**src/rtl/ac_motor_pkg.sv**
```systemverilog
// ac_motor_pkg: shared widths, quadrant and carrier-direction types for the AC motor reference generator
package ac_motor_pkg;
  typedef enum logic [1:0] {Q0, Q1, Q2, Q3} quad_e;
  typedef enum logic {DIR_UP, DIR_DOWN} dir_e;
  function automatic int calc_w(int bits, int level_bits);
    return bits + level_bits;
  endfunction
  function automatic longint calc_tri_max(int w);
    return longint'(1) << (w - 1);
  endfunction
endpackage

```
**src/rtl/ac_motor_sine_rom.sv**
```systemverilog
// ac_motor_sine_rom: quarter-wave sine magnitude ROM, one-cycle read latency
// clk/rst: clock and async active-high reset; addr: quarter-wave index; mag: unsigned magnitude
module ac_motor_sine_rom #(
  parameter int BITS = 12,
  parameter int LUT_ADDR_BITS = 8
) (
  input  logic                     clk,
  input  logic                     rst,
  input  logic [LUT_ADDR_BITS-3:0] addr,
  output logic [BITS-2:0]          mag
);
  localparam int N = 2 ** (LUT_ADDR_BITS - 2);
  // half-index offset keeps the table symmetric so mirroring needs no special end cases
  function automatic logic [BITS-2:0] entry(int i);
    real a;
    a = ((2.0 ** (BITS - 1)) - 1.0) * $sin(3.14159265358979323846 / 2.0 * (i + 0.5) / N);
    return (BITS - 1)'($rtoi(a + 0.5));
  endfunction
  logic [BITS-2:0] rom [N];
  logic [BITS-2:0] mag_q, mag_d;
  for (genvar i = 0; i < N; i++) begin : g_rom
    localparam logic [BITS-2:0] V = entry(i);
    assign rom[i] = V;
  end
  always_comb mag_d = rom[addr];
  always_ff @(posedge clk or posedge rst)
    if (rst) mag_q <= '0;
    else mag_q <= mag_d;
  assign mag = mag_q;
endmodule

```
**src/rtl/ac_motor_reference_gen.sv**
```systemverilog
// ac_motor_reference_gen: triangle carrier and regular-sampled scaled sine references for the PWM comparator
// CLK/RESET: clock, async active-high reset; ENABLE: run/freeze; FREQ: phase step per carrier period;
// LEVEL: sine amplitude; TRIANGLE: signed carrier; SINE: signed modulating sample; VALLEY: carrier valley pulse.
// Optional AC_MOTOR_SOFT_START_EN: amplitude ramps toward LEVEL by one step per valley.
module ac_motor_reference_gen
  import ac_motor_pkg::*;
#(
  parameter int BITS = 12,
  parameter int LEVEL_BITS = 12,
  parameter int PHASE_BITS = 24,
  parameter int LUT_ADDR_BITS = 8,
  parameter int STEP_SHIFT = 14
) (
  input  logic                              CLK,
  input  logic                              RESET,
  input  logic                              ENABLE,
  input  logic [PHASE_BITS-1:0]             FREQ,
  input  logic [LEVEL_BITS-1:0]             LEVEL,
  output logic signed [BITS+LEVEL_BITS:0]   TRIANGLE,
  output logic signed [BITS+LEVEL_BITS-1:0] SINE,
  output logic                              VALLEY
);
  localparam int W = calc_w(BITS, LEVEL_BITS);
  localparam longint TRI_MAX = calc_tri_max(W);
  localparam logic signed [W:0] TMAX = (W + 1)'(TRI_MAX);
  localparam logic signed [W:0] STEP = (W + 1)'(longint'(1) << STEP_SHIFT);
  localparam int Q = LUT_ADDR_BITS - 2;
  if (TRI_MAX % (longint'(1) << STEP_SHIFT) != 0) begin : g_step_check
    $error("TRI_MAX must be a multiple of the triangle step");
  end
  logic signed [W:0] tri_q, tri_d;
  dir_e dir_q, dir_d;
  logic valley_q, valley_d, tick;
  logic [PHASE_BITS-1:0] phase_q, phase_d, freq_q, freq_d;
  logic [LEVEL_BITS-1:0] lvl_q, lvl_d, amp;
  logic [LUT_ADDR_BITS-1:0] addr;
  quad_e quad;
  logic [Q-1:0] idx_q, idx_d;
  logic neg1_q, neg1_d, neg2_q, neg2_d;
  logic [2:0] v_q, v_d;
  logic [BITS-2:0] mag;
  logic signed [BITS-1:0] samp_q, samp_d;
  logic signed [W-1:0] sine_q, sine_d;
  // S1-S3 run freely off the phase register, which only moves on a tick;
  // v_q tracks the tick so SINE loads exactly once, four cycles after VALLEY
  always_comb begin
    tick = valley_q & ENABLE;
    tri_d = tri_q;
    dir_d = dir_q;
    valley_d = 1'b0;
    if (ENABLE) begin
      tri_d = dir_q == DIR_UP ? tri_q + STEP : tri_q - STEP;
      dir_d = tri_d == TMAX ? DIR_DOWN : tri_d == -TMAX ? DIR_UP : dir_q;
      valley_d = tri_d == -TMAX;
    end
    phase_d = tick ? phase_q + freq_q : phase_q;
    freq_d = tick ? FREQ : freq_q;
    lvl_d = tick ? LEVEL : lvl_q;
    addr = phase_d[PHASE_BITS-1 -: LUT_ADDR_BITS];
    quad = quad_e'(addr[LUT_ADDR_BITS-1 -: 2]);
    idx_d = (quad == Q1 || quad == Q3) ? ~addr[Q-1:0] : addr[Q-1:0];
    neg1_d = quad == Q2 || quad == Q3;
    neg2_d = neg1_q;
    v_d = {v_q[1:0], tick};
    samp_d = neg2_q ? -$signed({1'b0, mag}) : $signed({1'b0, mag});
    sine_d = v_q[2] ? W'(samp_q) * W'($signed({1'b0, amp})) : sine_q;
  end
  ac_motor_sine_rom #(.BITS(BITS), .LUT_ADDR_BITS(LUT_ADDR_BITS)) u_rom (
    .clk(CLK), .rst(RESET), .addr(idx_q), .mag(mag)
  );
`ifdef AC_MOTOR_SOFT_START_EN
  logic [LEVEL_BITS-1:0] ramp_q, ramp_d;
  always_comb
    ramp_d = !tick ? ramp_q : ramp_q < lvl_d ? ramp_q + LEVEL_BITS'(1) :
             ramp_q > lvl_d ? ramp_q - LEVEL_BITS'(1) : ramp_q;
  always_ff @(posedge CLK or posedge RESET)
    if (RESET) ramp_q <= '0;
    else ramp_q <= ramp_d;
  assign amp = ramp_q;
`else
  assign amp = lvl_q;
`endif
  always_ff @(posedge CLK or posedge RESET)
    if (RESET) begin
      tri_q <= -TMAX;
      dir_q <= DIR_UP;
      valley_q <= 1'b0;
      phase_q <= '0;
      freq_q <= '0;
      lvl_q <= '0;
      idx_q <= '0;
      neg1_q <= 1'b0;
      neg2_q <= 1'b0;
      v_q <= '0;
      samp_q <= '0;
      sine_q <= '0;
    end else begin
      tri_q <= tri_d;
      dir_q <= dir_d;
      valley_q <= valley_d;
      phase_q <= phase_d;
      freq_q <= freq_d;
      lvl_q <= lvl_d;
      idx_q <= idx_d;
      neg1_q <= neg1_d;
      neg2_q <= neg2_d;
      v_q <= v_d;
      samp_q <= samp_d;
      sine_q <= sine_d;
    end
  assign TRIANGLE = tri_q;
  assign SINE = sine_q;
  assign VALLEY = valley_q & ENABLE;
endmodule

```
**config.mk**
```make
export PLATFORM = sky130hd
export DESIGN_NAME = ac_motor_reference_gen
export DESIGN_NICKNAME = d
export VERILOG_FILES = /design/src/rtl/ac_motor_pkg.sv /design/src/rtl/ac_motor_sine_rom.sv /design/src/rtl/ac_motor_reference_gen.sv
export SDC_FILE = /design/constraint.sdc
export NUM_CORES = 1
export LEC_CHECK = 0
export CAP_MARGIN = 10
export CORE_UTILIZATION = 26
export DETAILED_ROUTE_END_ITERATION = 7
export PLACE_DENSITY = 0.46
export RECOVER_POWER = 100
export SYNTH_ARGS = -nofsm -noshare
export SYNTH_HDL_FRONTEND = slang
export SYNTH_SLANG_ARGS = --single-unit
```
**constraint.sdc**
```tcl
create_clock -name CLK -period 11.4 [get_ports CLK]
set_clock_uncertainty 0.05 [all_clocks]
set_input_delay 2.28 -clock CLK [delete_from_list [all_inputs] [get_ports CLK]]
set_output_delay 2.28 -clock CLK [all_outputs]
set_load 0.02 [all_outputs]
```
==> metrics, run 1 <==
final hold vios=0; Synth Warn #=0; CTS tree=done; hold_sp=v_q[1]; fillers=5010; H-Tree Depth=4; Fmax=0.1314 GHz; worst hold path class=reg -> reg; Stages on worst setup path=5; Critical R2R Launch=amp[7]; final worst slack=3.787 ns; met3 Usage GRT=3.216%; via density per instance=4.535; Worst Tran Pin Value=3.581 ns; met2 Use GR=21.08%; IO buf count=74; Worst-path clk slew=0.06 ns; CP Cell Sequence=dlygate4sd3_1 > nand2_1 > clkbuf_1 > clkinv_1 > dlygate4sd3_1; First-pass DRT Iterations=7; I/O pin count=89; M1 GR Usage=14.91%; critical path required time=9.07 ns; initial DRC count=486; die width=219.7 um; largest net degree at the start of global routing=70; sequential area share after synthesis=26.61%; Via Count=8957; core area=46650 um2; Final Instance Area=14100 um2; max-cap violation count=3; WHS=0.2988 ns; antenna violations before repair=5; r2r worst-path depth=18; failing checks=design-rule violations, max-capacitance violations, max-slew violations; WL/cell=13.96 um; CP startpoint=ENABLE; Setup TNS=0 ns; setup bufs post-CTS=0; most used cell, CP=dlygate4sd3_1; FFs w/ async S/R, synth=100.0%; Setup crit end=VALLEY; RSZ-0062 raised after global routing=no; Die Span Y=219.7 um; ys flop type=dfrtp_1; Slew HR=-138.7%; crit share post-route=66.78%; clk sinks=131; leakage power=6.926 nW; Post-synth EDFFs=0; hold_buf cts=0; Max FO, Critical Path=37; clock buffer count from CTS=17; fin crit period=7.613 ns; Setup Crit Path Kind=in -> out; Area Overhead vs Synth=14.35%; final non-filler cell total=1975; CP max stage delay=1.09 ns; FF-to-FF End=SINE[23]; busiest grt layer=met2; Clock Path Buffers=2; Seq cells post-synth=131; post-placement cell count=1942; layout net count=1612; CP startpoint kind=input pin; total power=1.168 mW; Starting Density=26.42%; Synth cell types=69; Setup Viol. Count Final=0; pwr dens=82.85 nW/um2; r2r setup slk=5.56 ns; Slowest-stage cell, CP=clkbuf_1; first-pass GRT wire length=46800 um; Pins Over Slew Limit=183; CP delay by family, top=buffers and inverters; Worst VDD drop=0.08388 mV; Worst Path Buf+Inv=4; Total GRT Usage=12.29%; mapped cell area=12330 um2; die area=48290 um2; Post-DP HPWL=20950 um; Synth Instances=1317; Setup crit end kind=output port; Post-Route Utilization=30.21%; clk_lat worst skew=0.45 ns; CP arrival=5.28 ns; final WL=27570 um; status=finished, violations left; PostCTS Resize Cnt=0; Root Buffer=clkbuf_16; pre-CTS worst setup slack=4.748 ns; vias in the first global route=9209; layout cells sized above 1=8.925%; post-route antenna net violation count=0; Final GP Congestion=0.8089; total grt overflow=0; DP Area=13580 um2; Mean Syn Cell Area=9.360 um2; DRC=4; num rows=79
worst min-delay path by stage:
stage	slack, ns	endpoint	cells after the start
after floorplan	0.28	neg2_q	0
after global placement	0.28	v_q[1]	0
after detailed placement	0.28	v_q[2]	0
after CTS	0.30	v_q[2]	0
after global routing	0.31	v_q[2]	0
final	0.30	v_q[2]	0
flip-flops by register name, indices dropped and copies added, names as in the netlist:
name / count
neg1_q: 1
phase_q: 24
freq_q: 24
dir_q: 1
v_q: 3
samp_q: 12
u_rom.mag: 11
SINE: 24
valley_q: 1
idx_q: 6
TRIANGLE: 11
neg2_q: 1
amp: 12
routing by layer:
layer,vias to the layer above,routed length (um)
li1,4371,-
met1,4443,11900
met2,108,14250
met3,27,1022
met4,8,346
met5,-,55
area by class of cell:
| type | instances | area, um2 | share of cell area, % |
|---|---|---|---|
| Inverter | 172 | 646.9 | 4.589 |
| Sequential cell | 131 | 3281 | 23.27 |
| Antenna cell | 1 | 2.502 | 0.01775 |
| Timing Repair Buffer | 80 | 770.7 | 5.468 |
| Clock buffer | 18 | 429.2 | 3.045 |
| Clock inverter | 14 | 140.1 | 0.9941 |
| Tap cell | 607 | 759.5 | 5.388 |
| Multi-Input combinational cell | 952 | 8066 | 57.23 |
cells in the final DEF (no fill, tap or decap), types with 5 or more instances in the layout:
cell	count
a21o_1	18
clkbuf_1	5
ha_1	116
a21oi_2	6
nor2b_1	6
clkbuf_16	17
a211oi_1	9
mux2_2	68
xor2_1	20
nand2_1	162
xnor2_1	46
a31oi_1	13
nand2b_1	20
nor3_1	16
inv_1	168
o21a_1	6
a21oi_1	62
o21ai_0	56
dlygate4sd3_1	38
nor2_1	63
o211ai_1	6
clkdlybuf4s50_1	36
o31ai_1	6
and2_1	50
inv_6	6
conb_1	14
or2_2	5
mux2i_1	5
o21ai_1	5
dfrtp_1	129
fa_1	103
nand3_1	13
a311oi_1	5
cell usage after synthesis, drive strengths merged (4+ instances only):
cell    number  area, um2
o21ai       61      309.0
nand2b      20      125.1
nand3       13      65.06
mux2i        5      50.05
nand2      162      610.6
xnor2       47      419.2
a21o        18      135.1
or3          4      25.02
a21oi       68      370.4
o22ai        4      25.02
o31ai        7      66.31
nor3        16      85.08
fa         103       2062
nor2b        6      37.54
ha         116       1451
buf         21      138.9
o211ai       9      82.58
nor2        63      236.5
o21a         6      45.04
a31oi       13      81.33
and2        51      319.1
inv        170      638.1
a311oi       5      50.04
dfrtp      129       3228
clkbuf      54      202.7
mux2        69      777.0
xor2        20      175.2
or2          5      31.28
a21boi       4      41.29
a211oi       9      72.57
worst register-to-register path, delay by kind of cell, from the launching register on:
kind                       cells  cell delay, ns
muxes                          1            0.26
and+or+nand+nor                2            0.27
AOI/OAI and AO/OA              5            1.29
xor gates and xnor gates       1            0.11
adders and majority gates      6            2.90
buffers and inverters          3            0.14
DFF                            1            0.69
power breakdown:
group | internal [mW] | switching, mW
Sequential | 0.478 | 0.0124
Combinational | 0.0629 | 0.0709
Clock | 0.306 | 0.237
Total | 0.847 | 0.320
logic make-up (layout without fill, tap and decap cells):
| logic type | count (synthesis) | in the layout | synth area share [%] |
|---|---|---|---|
| xor+xnor | 67 | 67 | 4.821 |
| mux | 76 | 76 | 7.075 |
| buf+inv | 247 | 284 | 8.008 |
| flops | 131 | 131 | 26.61 |
| other cells | 1 | 15 | 0.03042 |
| fa+ha+maj | 219 | 219 | 28.50 |
| simple gates | 351 | 351 | 13.12 |
| compound gates | 225 | 225 | 11.83 |
(Power assumes the default switching activity.)
==> run 2, diff against run 1 <==
Clock period 11.4 ns to 7.9 ns, I/O delays scaled along.
==> run 2 against run 1 <==
Against the previous run: the run still ends with design-rule violations, max-capacitance violations, max-slew violations left; sequential power up 44%; register-to-register slack got worse by 3.4 ns; cell count is the same; critical endpoint unchanged; final area rose by 0.22%; total power rose by 45%; worst setup slack worse by 2.3 ns; first-iteration DRC count down 9.9%; global-route usage grew 0.22 points; via count down 0.28%.
==> metrics, run 2 (synthesis gave the netlist of run 1 again) <==
status=finished, violations left; failing checks=design-rule violations, max-capacitance violations, max-slew violations; Post-DP HPWL=21690 um; pwr dens=120.3 nW/um2; Setup Crit Path Kind=in -> out; CP max stage delay=1.23 ns; crit share post-route=81.10%; worst hold path class=reg -> reg; hold_buf cts=0; clk sinks=131; PostCTS Resize Cnt=0; layout cells sized above 1=9.071%; total grt overflow=0; FF-to-FF End=SINE[23]; max-cap violation count=5; DRC=4; Setup crit end kind=output port; commonest cells after routing, fill and taps aside=inv_1, nand2_1, dfrtp_1; IO buf count=74; Worst Tran Pin Value=2.980 ns; antenna violations before repair=5; initial DRC count=438; most used cell, CP=dlygate4sd3_1; first-pass GRT wire length=46980 um; leading cell type in the layout, fill and taps excluded=inv_1; First-pass DRT Iterations=6; Die Span Y=219.7 um; die area=48290 um2; RSZ-0062 raised after global routing=no; CP delay by family, top=buffers and inverters; Area Overhead vs Synth=14.61%; r2r setup slk=2.15 ns; Clock Path Buffers=2; setup bufs post-CTS=0; Slew HR=-99.79%; core area=46650 um2; Stages on worst setup path=5; H-Tree Depth=4; largest net degree at the start of global routing=70; CP arrival=4.78 ns; M1 GR Usage=15.29%; WL/cell=14.31 um; post-route antenna net violation count=0; Max FO, Critical Path=37; Slowest-stage cell, CP=clkbuf_1; final hold vios=0; CTS tree=done; final WL=28260 um; num rows=79; Root Buffer=clkbuf_16; I/O pin count=89; Worst-path clk slew=0.06 ns; worst hold path depth=0; Final GP Congestion=0.8396; final non-filler cell total=1975; Setup crit end=VALLEY; CP startpoint=ENABLE; Pins Over Slew Limit=247; Setup TNS=0 ns; Setup Viol. Count Final=0; Critical R2R Launch=amp[6]; Fmax=0.1561 GHz; Worst VDD drop=0.1181 mV; fin crit period=6.407 ns; Worst Path Buf+Inv=4; met3 Usage GRT=3.464%; CP Cell Sequence=dlygate4sd3_1 > nand2_1 > clkbuf_1 > clkinv_1 > dlygate4sd3_1; Via Count=8932; clock buffer count from CTS=17; Total GRT Usage=12.51%; die width=219.7 um; vias in the first global route=9190; leakage power=6.948 nW; post-placement cell count=1942; CP startpoint kind=input pin; busiest grt layer=met2; layout net count=1612; critical path required time=6.27 ns; clk_lat worst skew=0.46 ns; met2 Use GR=21.24%; via density per instance=4.523; r2r worst-path depth=18; Starting Density=26.42%
==> run 2: worst min-delay path by stage <==
stage | startpoint | end
after floorplan | neg1_q | neg2_q
after global placement | v_q[0] | v_q[1]
after detailed placement | v_q[0] | v_q[1]
after CTS | v_q[0] | v_q[1]
after global routing | v_q[0] | v_q[1]
final | v_q[1] | v_q[2]
==> run 2: cell type report <==
type,instances,area [um2]
fill,5010,32530
multi-input combinational,952,8078
sequential,131,3281
timing repair buffer,80,772.0
tap,607,759.5
inverter,172,646.9
clock buffer,21,470.5
clock inverter,11,117.6
antenna,1,2.502
==> run 2: per-stage QoR <==
step | setup WS [ns] | power, mW | hold WS, ns | util [%] | cell area, um2
2_1_floorplan | 2.751 | 0.8480 | 0.2812 | - | 12380
3_3_place_gp | 2.350 | 0.9256 | 0.2857 | 29.12 | 13580
3_5_place_dp | 2.334 | 0.9273 | 0.2863 | 29.12 | 13580
4_1_cts | 2.295 | 1.755 | 0.3004 | 30.38 | 14170
5_1_grt | 1.111 | 1.787 | 0.3013 | 30.28 | 14120
6_report | 1.493 | 1.699 | 0.2979 | 30.28 | 14130
==> run 2: worst reg2reg max path: stages (launching register included) <==
cell,delay [ns]
dfrtp_1,0.71
nand2_1,0.16
fa_1,0.52
fa_1,0.52
fa_1,0.55
inv_1,0.05
fa_1,0.47
inv_1,0.05
fa_1,0.47
inv_1,0.04
ha_1,0.37
o2111ai_1,0.19
a21oi_1,0.22
o21ai_0,0.20
a311oi_1,0.46
nor2_1,0.11
a21oi_2,0.15
xnor2_1,0.08
mux2_2,0.26
==> run 2: report_power, final <==
group / switching [mW] / internal (mW)
Clock: 0.334 / 0.465
Combinational: 0.103 / 0.0901
Sequential: 0.0176 / 0.691
Total: 0.454 / 1.25
==> run 2: metal layers <==
layer	wire length [um]	part of all wire, %	vias up
met4	435	1.5	8
met2	14150	50	102
met1	12520	44	4426
met5	46	0.16	-
met3	1110	3.9	28
li1	-	-	4368
==> run 3, diff against run 2 <==
Clock period 7.9 ns to 6.3 ns, I/O delays scaled along.
==> run 3 against run 2 <==
Against the previous run: the flow still finishes with violations (design-rule violations, max-capacitance violations, max-slew violations); largest power group unchanged; final area up 0.30%; register-to-register slack worse by 1.5 ns; cell count grew 0.15%; combinational power grew 24%; critical path type is now reg -> reg; utilization increased by 0.091 points; via count is 0.92% higher; sequential cell count stayed put; sequential power up 25%; highest routed layer unchanged; critical path depth up 15.
==> metrics, run 3 (synthesis gave the netlist of run 1 again) <==
Pins Over Slew Limit=204; Setup Viol. Count Final=0; fillers=4965; critical path required time=6.53 ns; H-Tree Depth=4; die width=219.7 um; CP Cell Sequence=and2_0 > fa_1 > inv_1 > fa_1 > inv_1 > fa_1 > fa_1 > inv_1 > fa_1 > inv_1 > ha_1 > a21o_1 > a21oi_1 > o21ai_0 > a22oi_1 > a21oi_1 > a211oi_1 > a21oi_1 > xnor2_1 > a21oi_1; clk_lat worst skew=0.47 ns; CP delay by family, top=adder cells; largest net degree at the start of global routing=92; CP max stage delay=0.56 ns; Slew HR=-144.8%; failing checks=design-rule violations, max-capacitance violations, max-slew violations; Worst Path Buf+Inv=4; Die Span Y=219.7 um; Starting Density=26.42%; commonest cells after routing, fill and taps aside=inv_1, nand2_1, dfrtp_1; final WL=28570 um; WHS=0.3006 ns; max-cap violation count=4; RSZ-0062 raised after global routing=no; Setup Crit Path Kind=reg -> reg; Worst-path clk slew=0.06 ns; Root Buffer=clkbuf_16; status=finished, violations left; worst hold path class=reg -> reg; antenna violations before repair=4; First-pass DRT Iterations=8; layout net count=1615; Clock Path Buffers=2; I/O pin count=89; Via Count=9014; Area Overhead vs Synth=14.95%; Setup TNS=0 ns; final hold vios=0; die area=48290 um2; Worst Tran Pin Value=3.672 ns; crit share post-route=89.94%; initial DRC count=467; Worst VDD drop=0.1891 mV; hold_buf cts=0; fin crit period=5.666 ns; DRC=4; Max FO, Critical Path=13; post-route antenna net violation count=0; CTS tree=done; leading cell type in the layout, fill and taps excluded=inv_1; WL/cell=14.44 um; PostCTS Resize Cnt=0; layout cells sized above 1=9.197%; pwr dens=154.2 nW/um2; Slowest-stage cell, CP=dfrtp_1; leakage power=6.978 nW; core area=46650 um2; Setup crit end kind=flop; clk sinks=131; total power=2.184 mW; Final GP Congestion=0.7746; most used cell, CP=fa_1; setup bufs post-CTS=0; CP arrival=5.89 ns; first-pass GRT wire length=46950 um; clock buffer count from CTS=17; Total GRT Usage=12.60%; total grt overflow=0; Fmax=0.1765 GHz; CP startpoint kind=flop; Post-DP HPWL=21660 um; IO buf count=74; via density per instance=4.557; num rows=79; vias in the first global route=9141
-- run 3: area by class of cell --
cell class / instances / area [um2] / area share (%)
sequential: 131 / 3281 / 23.15
clock buffer: 17 / 425.4 / 3.002
clock inverter: 15 / 181.4 / 1.280
multi-input combinational: 952 / 8082 / 57.03
timing repair buffer: 83 / 793.3 / 5.598
antenna: 1 / 2.502 / 0.01766
tap: 607 / 759.5 / 5.360
inverter: 172 / 645.6 / 4.556
-- run 3: where the power goes --
group          switching (mW)  internal [mW]  leakage (nW)
Combinational           0.127          0.113          4.91
Sequential             0.0219          0.866          1.77
Clock                   0.457          0.600         0.294
Total                   0.606           1.58          6.98
-- run 3: worst paths after layout --
check | startpoint | end | slack, ns | cells after the start
setup / recovery | amp[5] | SINE[22] | 0.63 | 20
hold / removal | v_q[0] | v_q[1] | 0.30 | 0
setup reg to reg | amp[5] | SINE[22] | 0.63 | 20
hold reg to reg | v_q[0] | v_q[1] | 0.30 | 0
max in group asynchronous | RESET | phase_q[21] | 1.57 | 2
min in group asynchronous | RESET | SINE[21] | 2.56 | 2
-- run 3: per-layer routing --
| layer | GRT usage (%) | routed length [um] |
|---|---|---|
| met1 | 15.39 | 12690 |
| met2 | 21.13 | 14340 |
| met3 | 3.216 | 1011 |
| met4 | 4.874 | 492 |
| met5 | 0 | 38 |
-- run 3: metrics by stage --
| step | cells | setup WS [ns] | utilization [%] | instance area [um2] |
|---|---|---|---|---|
| 3_3_place_gp | 1945 | 0.7899 | 29.16 | 13610 |
| 3_5_place_dp | 1945 | 0.7632 | 29.16 | 13610 |
| 4_1_cts | 1977 | 0.7450 | 30.47 | 14210 |
| 6_report | 1978 | 0.6338 | 30.37 | 14170 |
| 5_1_grt | 1977 | 0.2745 | 30.37 | 14170 |
| 2_1_floorplan | 1330 | 1.151 | - | 12380 |
==> RTL change 1: new RTL, settings of run 2 <==
Add an input register stage for `ENABLE`, `FREQ` and `LEVEL`, with the module's reset; this delays them by one clock.
--- a/src/rtl/ac_motor_reference_gen.sv
+++ b/src/rtl/ac_motor_reference_gen.sv
@@ -26,4 +26,21 @@
   localparam logic signed [W:0] STEP = (W + 1)'(longint'(1) << STEP_SHIFT);
   localparam int Q = LUT_ADDR_BITS - 2;
+
+  logic ENABLE_q;
+  logic [PHASE_BITS-1:0] FREQ_q;
+  logic [LEVEL_BITS-1:0] LEVEL_q;
+
+  always_ff @(posedge CLK or posedge RESET) begin
+    if (RESET) begin
+      ENABLE_q <= '0;
+      FREQ_q   <= '0;
+      LEVEL_q  <= '0;
+    end else begin
+      ENABLE_q <= ENABLE;
+      FREQ_q   <= FREQ;
+      LEVEL_q  <= LEVEL;
+    end
+  end
+
   if (TRI_MAX % (longint'(1) << STEP_SHIFT) != 0) begin : g_step_check
     $error("TRI_MAX must be a multiple of the triangle step");
@@ -45,9 +62,9 @@
   // v_q tracks the tick so SINE loads exactly once, four cycles after VALLEY
   always_comb begin
-    tick = valley_q & ENABLE;
+    tick = valley_q & ENABLE_q;
     tri_d = tri_q;
     dir_d = dir_q;
     valley_d = 1'b0;
-    if (ENABLE) begin
+    if (ENABLE_q) begin
       tri_d = dir_q == DIR_UP ? tri_q + STEP : tri_q - STEP;
       dir_d = tri_d == TMAX ? DIR_DOWN : tri_d == -TMAX ? DIR_UP : dir_q;
@@ -55,6 +72,6 @@
     end
     phase_d = tick ? phase_q + freq_q : phase_q;
-    freq_d = tick ? FREQ : freq_q;
-    lvl_d = tick ? LEVEL : lvl_q;
+    freq_d = tick ? FREQ_q : freq_q;
+    lvl_d = tick ? LEVEL_q : lvl_q;
     addr = phase_d[PHASE_BITS-1 -: LUT_ADDR_BITS];
     quad = quad_e'(addr[LUT_ADDR_BITS-1 -: 2]);
@@ -111,5 +128,5 @@
   assign TRIANGLE = tri_q;
   assign SINE = sine_q;
-  assign VALLEY = valley_q & ENABLE;
+  assign VALLEY = valley_q & ENABLE_q;
 endmodule
 
Formal check against the unedited RTL: not equivalent (a bounded check fails within 4 cycles, from zero or initial values and one cycle with RESET high).
==> RTL change 1 against run 2 <==
- the run ends with max-capacitance violations, max-slew violations left
- core utilization fell by 0.15 points
- sequential cell count increased by 37
- fmax increased by 7.0%
- highest routed layer unchanged
- synthesized area is 12% higher
- routed wire length increased by 12%
- power rose by 14%
- non-clock buffer count grew 1
- synthesized cell count grew 8.4%
- critical path depth grew 11
- final area increased by 11%
- worst setup slack improved by 0.42 ns
==> RTL change 1: results (changes against run 2) <==
* Routed WL at 31600 microns (+12%)
* R2R Setup Slk at 1.91 ns (-0.24 ns)
* Drt pass-1 iters at 5 (-1)
* Switch share at 28.2% (+1.5 points)
* Synth top cells by count: inv_1, nand2_1, dfrtp_1
* 1st-iter DRT viols at 466 (+6.4%)
* Global-route wire length before repair at 53100 microns (+13%)
* Reg-to-Reg Start: samp_q[11]
* Pin count of the biggest net entering global routing at 90 (+29%)
* Max-Cap Viols at 4 (-1)
* Top cells by area, synth: dfrtp_1, fa_1, ha_1, inv_1, mux2_2
* Outcome: finished with violations
* Mean number of vias per cell at 4.60 (+1.7%)
* GRT Total Usage at 12.4% (-0.095 points)
* Vias in the first global route at 10400 (+13%)
* Worst r2r dst: SINE[21]
* Average wire per standard cell at 14.6 microns (+2.4%)
* Resized cells post-CTS at 0 (unchanged)
* Worst EP arrival at 6.23 ns (+1.45 ns)
* Max Slew Vio Count at 220 (-11%)
* Relative slew slack at -168% (-69 points)
* Maximum VDD drop at 0.187 mV (+59%)
* WHS Endpoint: v_q[1]
* Hold path cells at 0 (unchanged)
* Skew-Pair Late Insertion Delay at 0.48 ns (+0.02 ns)
* Cell variety after synth at 79 (+14%)
* Min-delay src: v_q[0]
* Violations in the final reports: max-capacitance violations, max-slew violations
* Warnings, synthesis at 0 (unchanged)
* R2R depth at 16 (-2)
* Placed cell count at 2123 (+9.3%)
* Seq/Total Area, Yosys at 30.6% (+4.0 points)
* Syn_area_per_cell at 9.63 sq um (+2.9%)
* Area after DPL at 0.0151 sq mm (+11%)
* Fillers at 5351 (+6.8%)
* Antenna violations before repair at 2 (-3)
* CP max FO at 9 (-76%)
* Proportion of layout cells with a drive suffix above 1 at 7.53% (-1.5 points)
* Final nets at 1720 (+6.7%)
## RTL change 1: critical path, stage by stage, from the launching register on
cell and delay (ns):
dfrtp_1 0.47, clkinv_1 0.37, nor2_1 0.23, fa_1 0.46, fa_1 0.53, fa_1 0.43, fa_1 0.50, inv_1 0.05
fa_1 0.47, inv_1 0.04, ha_1 0.34, a211o_1 0.33, o311ai_0 0.59, a21oi_1 0.22, o31ai_1 0.46, xor2_1 0.19
a21oi_1 0.08
## RTL change 1: per-layer routing
layer  routed length (microns)  global-route usage, %
met2                     15900                   21.3
met3                       792                   2.25
met5                        13                      0
met1                     14200                   15.5
met4                       629                   4.40
## RTL change 1: power by group through the flow
| stage | registers, mW | clock network, mW | logic [mW] |
|---|---|---|---|
| after detailed placement | 0.929 | 0 | 0.192 |
| after global placement | 0.928 | 0 | 0.190 |
| after floorplan | 0.939 | 0 | 0.102 |
| after global routing | 0.915 | 0.910 | 0.199 |
| final | 0.910 | 0.842 | 0.177 |
| after CTS | 0.912 | 0.881 | 0.194 |
## RTL change 1: logic make-up after synthesis
family | share of synthesized area [%]
and+or+nand+nor | 13.2
AOI/OAI and AO/OA | 13.5
buffers and inverters | 7.37
adders and majority gates | 25.5
DFF | 30.6
muxes | 6.08
xor gates and xnor gates | 3.76
other | 0.0273
## RTL change 1: worst max path at each step
stage,start,endpoint,slack [ns],cells past startpoint
floorplan,RESET,ENABLE_q,1.73,1
global placement,amp[9],SINE[19],2.38,16
detailed placement,samp_q[11],SINE[19],2.28,16
CTS,samp_q[11],SINE[19],2.27,16
global route,samp_q[11],SINE[21],1.64,16
finish,samp_q[11],SINE[21],1.91,16
## RTL change 1: area by class of cell
class                           count  area [sq um]  area share, %
Multi-Input combinational cell   1018          8530           54.6
Sequential cell                   168          4210           26.9
Tap cell                          680           851           5.45
Timing Repair Buffer               81           782           5.01
Inverter                          176           662           4.24
Clock buffer                       18           429           2.75
Clock inverter                     14           156           1.00
Antenna cell                        1          2.50         0.0160
==> RTL change 2: new RTL, flow settings as in run 2 <==
Without the edit above. `LUT_ADDR_BITS` is set to 8 in 2 places; all go to 9.
--- a/src/rtl/ac_motor_sine_rom.sv
+++ b/src/rtl/ac_motor_sine_rom.sv
@@ -3,5 +3,5 @@
 module ac_motor_sine_rom #(
   parameter int BITS = 12,
-  parameter int LUT_ADDR_BITS = 8
+  parameter int LUT_ADDR_BITS = 9
 ) (
   input  logic                     clk,
--- a/src/rtl/ac_motor_reference_gen.sv
+++ b/src/rtl/ac_motor_reference_gen.sv
@@ -9,5 +9,5 @@
   parameter int LEVEL_BITS = 12,
   parameter int PHASE_BITS = 24,
-  parameter int LUT_ADDR_BITS = 8,
+  parameter int LUT_ADDR_BITS = 9,
   parameter int STEP_SHIFT = 14
 ) (
Check against the original RTL: same outputs for any inputs over 10 cycles, from zero or initial values and one cycle with RESET high; that may be too few to reach the edited logic, so the function may still have changed.
==> RTL change 2 against run 2 <==
- the run ends with max-capacitance violations, max-slew violations left
- sequential power grew 0.6%
- largest cell class unchanged
- power up 2.2%
- hold slack improved by 0.0040 ns
- synthesized area rose by 3.4%
- register-to-register slack worse by 0.27 ns
- routed wire length rose by 8.5%
- final area rose by 3.1%
- largest power group unchanged
- sequential cell count up 1
- highest routed layer unchanged
- worst setup slack better by 0.38 ns
==> RTL change 2: results (changes against run 2) <==
* Outcome: finished with violations
* Violations in the final reports: max-capacitance violations, max-slew violations
* Min-delay src: v_q[0]
* CP max FO at 13 (-65%)
* Cell variety after synth at 77 (+12%)
* Drt pass-1 iters at 5 (-1)
* Placed cell count at 1993 (+2.6%)
* R2R depth at 19 (+1)
* Top cells by area, synth: dfrtp_1, fa_1, ha_1, mux2_2, inv_1
* M1 WL at 13700 microns (+9.8%)
* 1st-iter DRT viols at 519 (+18%)
* Critical path endpoint: SINE[22]
* H-tree levels at 4 (unchanged)
* Int Power at 1.26 mW (+1.5%)
* WL met3 at 926 microns (-17%)
* Final nets at 1657 (+2.8%)
* # Post-CTS Setup Buffers at 0 (unchanged)
* Proportion of layout cells with a drive suffix above 1 at 8.87% (-0.20 points)
* Leak at 7.07 nW (+1.7%)
* Slew @ Worst Pin at 2.93 ns (-0.0528 ns)
* Fin util at 30.3% (+0.048 points)
* R2R Setup Slk at 1.88 ns (-0.27 ns)
* Met2 WL at 15400 microns (+8.8%)
* Min Hold Slack at 0.302 ns (+0.00398 ns)
* Worst EP arrival at 6.32 ns (+1.54 ns)
* Max frequency at 166 MHz (+6.4%)
* Maximum VDD drop at 0.154 mV (+30%)
* Top delay family on crit path: adder cells
* Crit path largest cell delay at 0.54 ns (-0.69 ns)
* Vias after detailed routing at 9426 (+5.5%)
* GRT Total Usage at 12.9% (+0.44 points)
* Placer Congestion at 0.812 (-3.3%)
* Syn_area_per_cell at 9.32 sq um (-0.44%)
* CP startpoint: amp[11]
* Max-Cap Viols at 5 (unchanged)
* CP max-delay cell: fa_1
* DP HPWL at 23100 microns (+6.3%)
* Average wire per standard cell at 15.1 microns (+5.7%)
* Seq/Total Area, Yosys at 25.9% (-0.68 points)
* Global-route wire length before repair at 50700 microns (+8.0%)
* Routed WL at 30700 microns (+8.5%)
* Area after DPL at 0.0140 sq mm (+3.1%)
* Pin count of the biggest net entering global routing at 73 (+4.3%)
* Max Slew Vio Count at 252 (+2.0%)
* Fillers at 5078 (+1.4%)
* Vias in the first global route at 9484 (+3.2%)
* Ys async rst share at 100% (unchanged)
* Setup WS pre-CTS at 2.03 ns (-0.301 ns)
* Port bufs at 74 (unchanged)
* Synth top cells by count: inv_1, nand2_1, dfrtp_1
* CTS root buf: clkbuf_16
## RTL change 2: kinds of logic (layout without fill, tap and decap cells)
family,after synthesis,in the layout,share of synthesized area [%]
AND/OR/NAND/NOR,344,344,12.5
XOR/XNOR,75,75,5.21
AO/OA/AOI/OAI,253,253,12.8
adder cells (fa/ha/maj),222,222,27.8
other,1,17,0.0294
flip-flops,132,132,25.9
multiplexers,82,82,7.64
buffers and inverters,259,287,8.04
## RTL change 2: layout make-up
type	instances	area share (%)
multi-input cells	990	58.0
clock inverters	13	1.10
clock buffers	18	3.01
flip-flops and latches	132	22.7
well taps	615	5.28
inverters	174	4.49
diodes	3	0.0515
repair buffers	82	5.40
## RTL change 2: metal layers
metal | vias up | track usage [%]
met1 | 4665 | 16.8
met4 | 4 | 5.06
met3 | 32 | 2.38
met2 | 155 | 21.3
met5 | - | 0
li1 | 4570 | -
## RTL change 2: worst min path at each step
stage / to / cells after the start
after global routing: v_q[1] / 0
after CTS: v_q[1] / 0
after detailed placement: neg2_q / 0
after global placement: v_q[1] / 0
final: v_q[1] / 0
after floorplan: neg2_q / 0
## RTL change 2: power by group through the flow
stage	Clock [mW]	Sequential, mW	Combinational, mW
3_3_place_gp	0	0.725	0.196
4_1_cts	0.875	0.713	0.197
3_5_place_dp	0	0.725	0.196
2_1_floorplan	0	0.742	0.104
5_1_grt	0.897	0.715	0.211
6_report	0.839	0.712	0.186
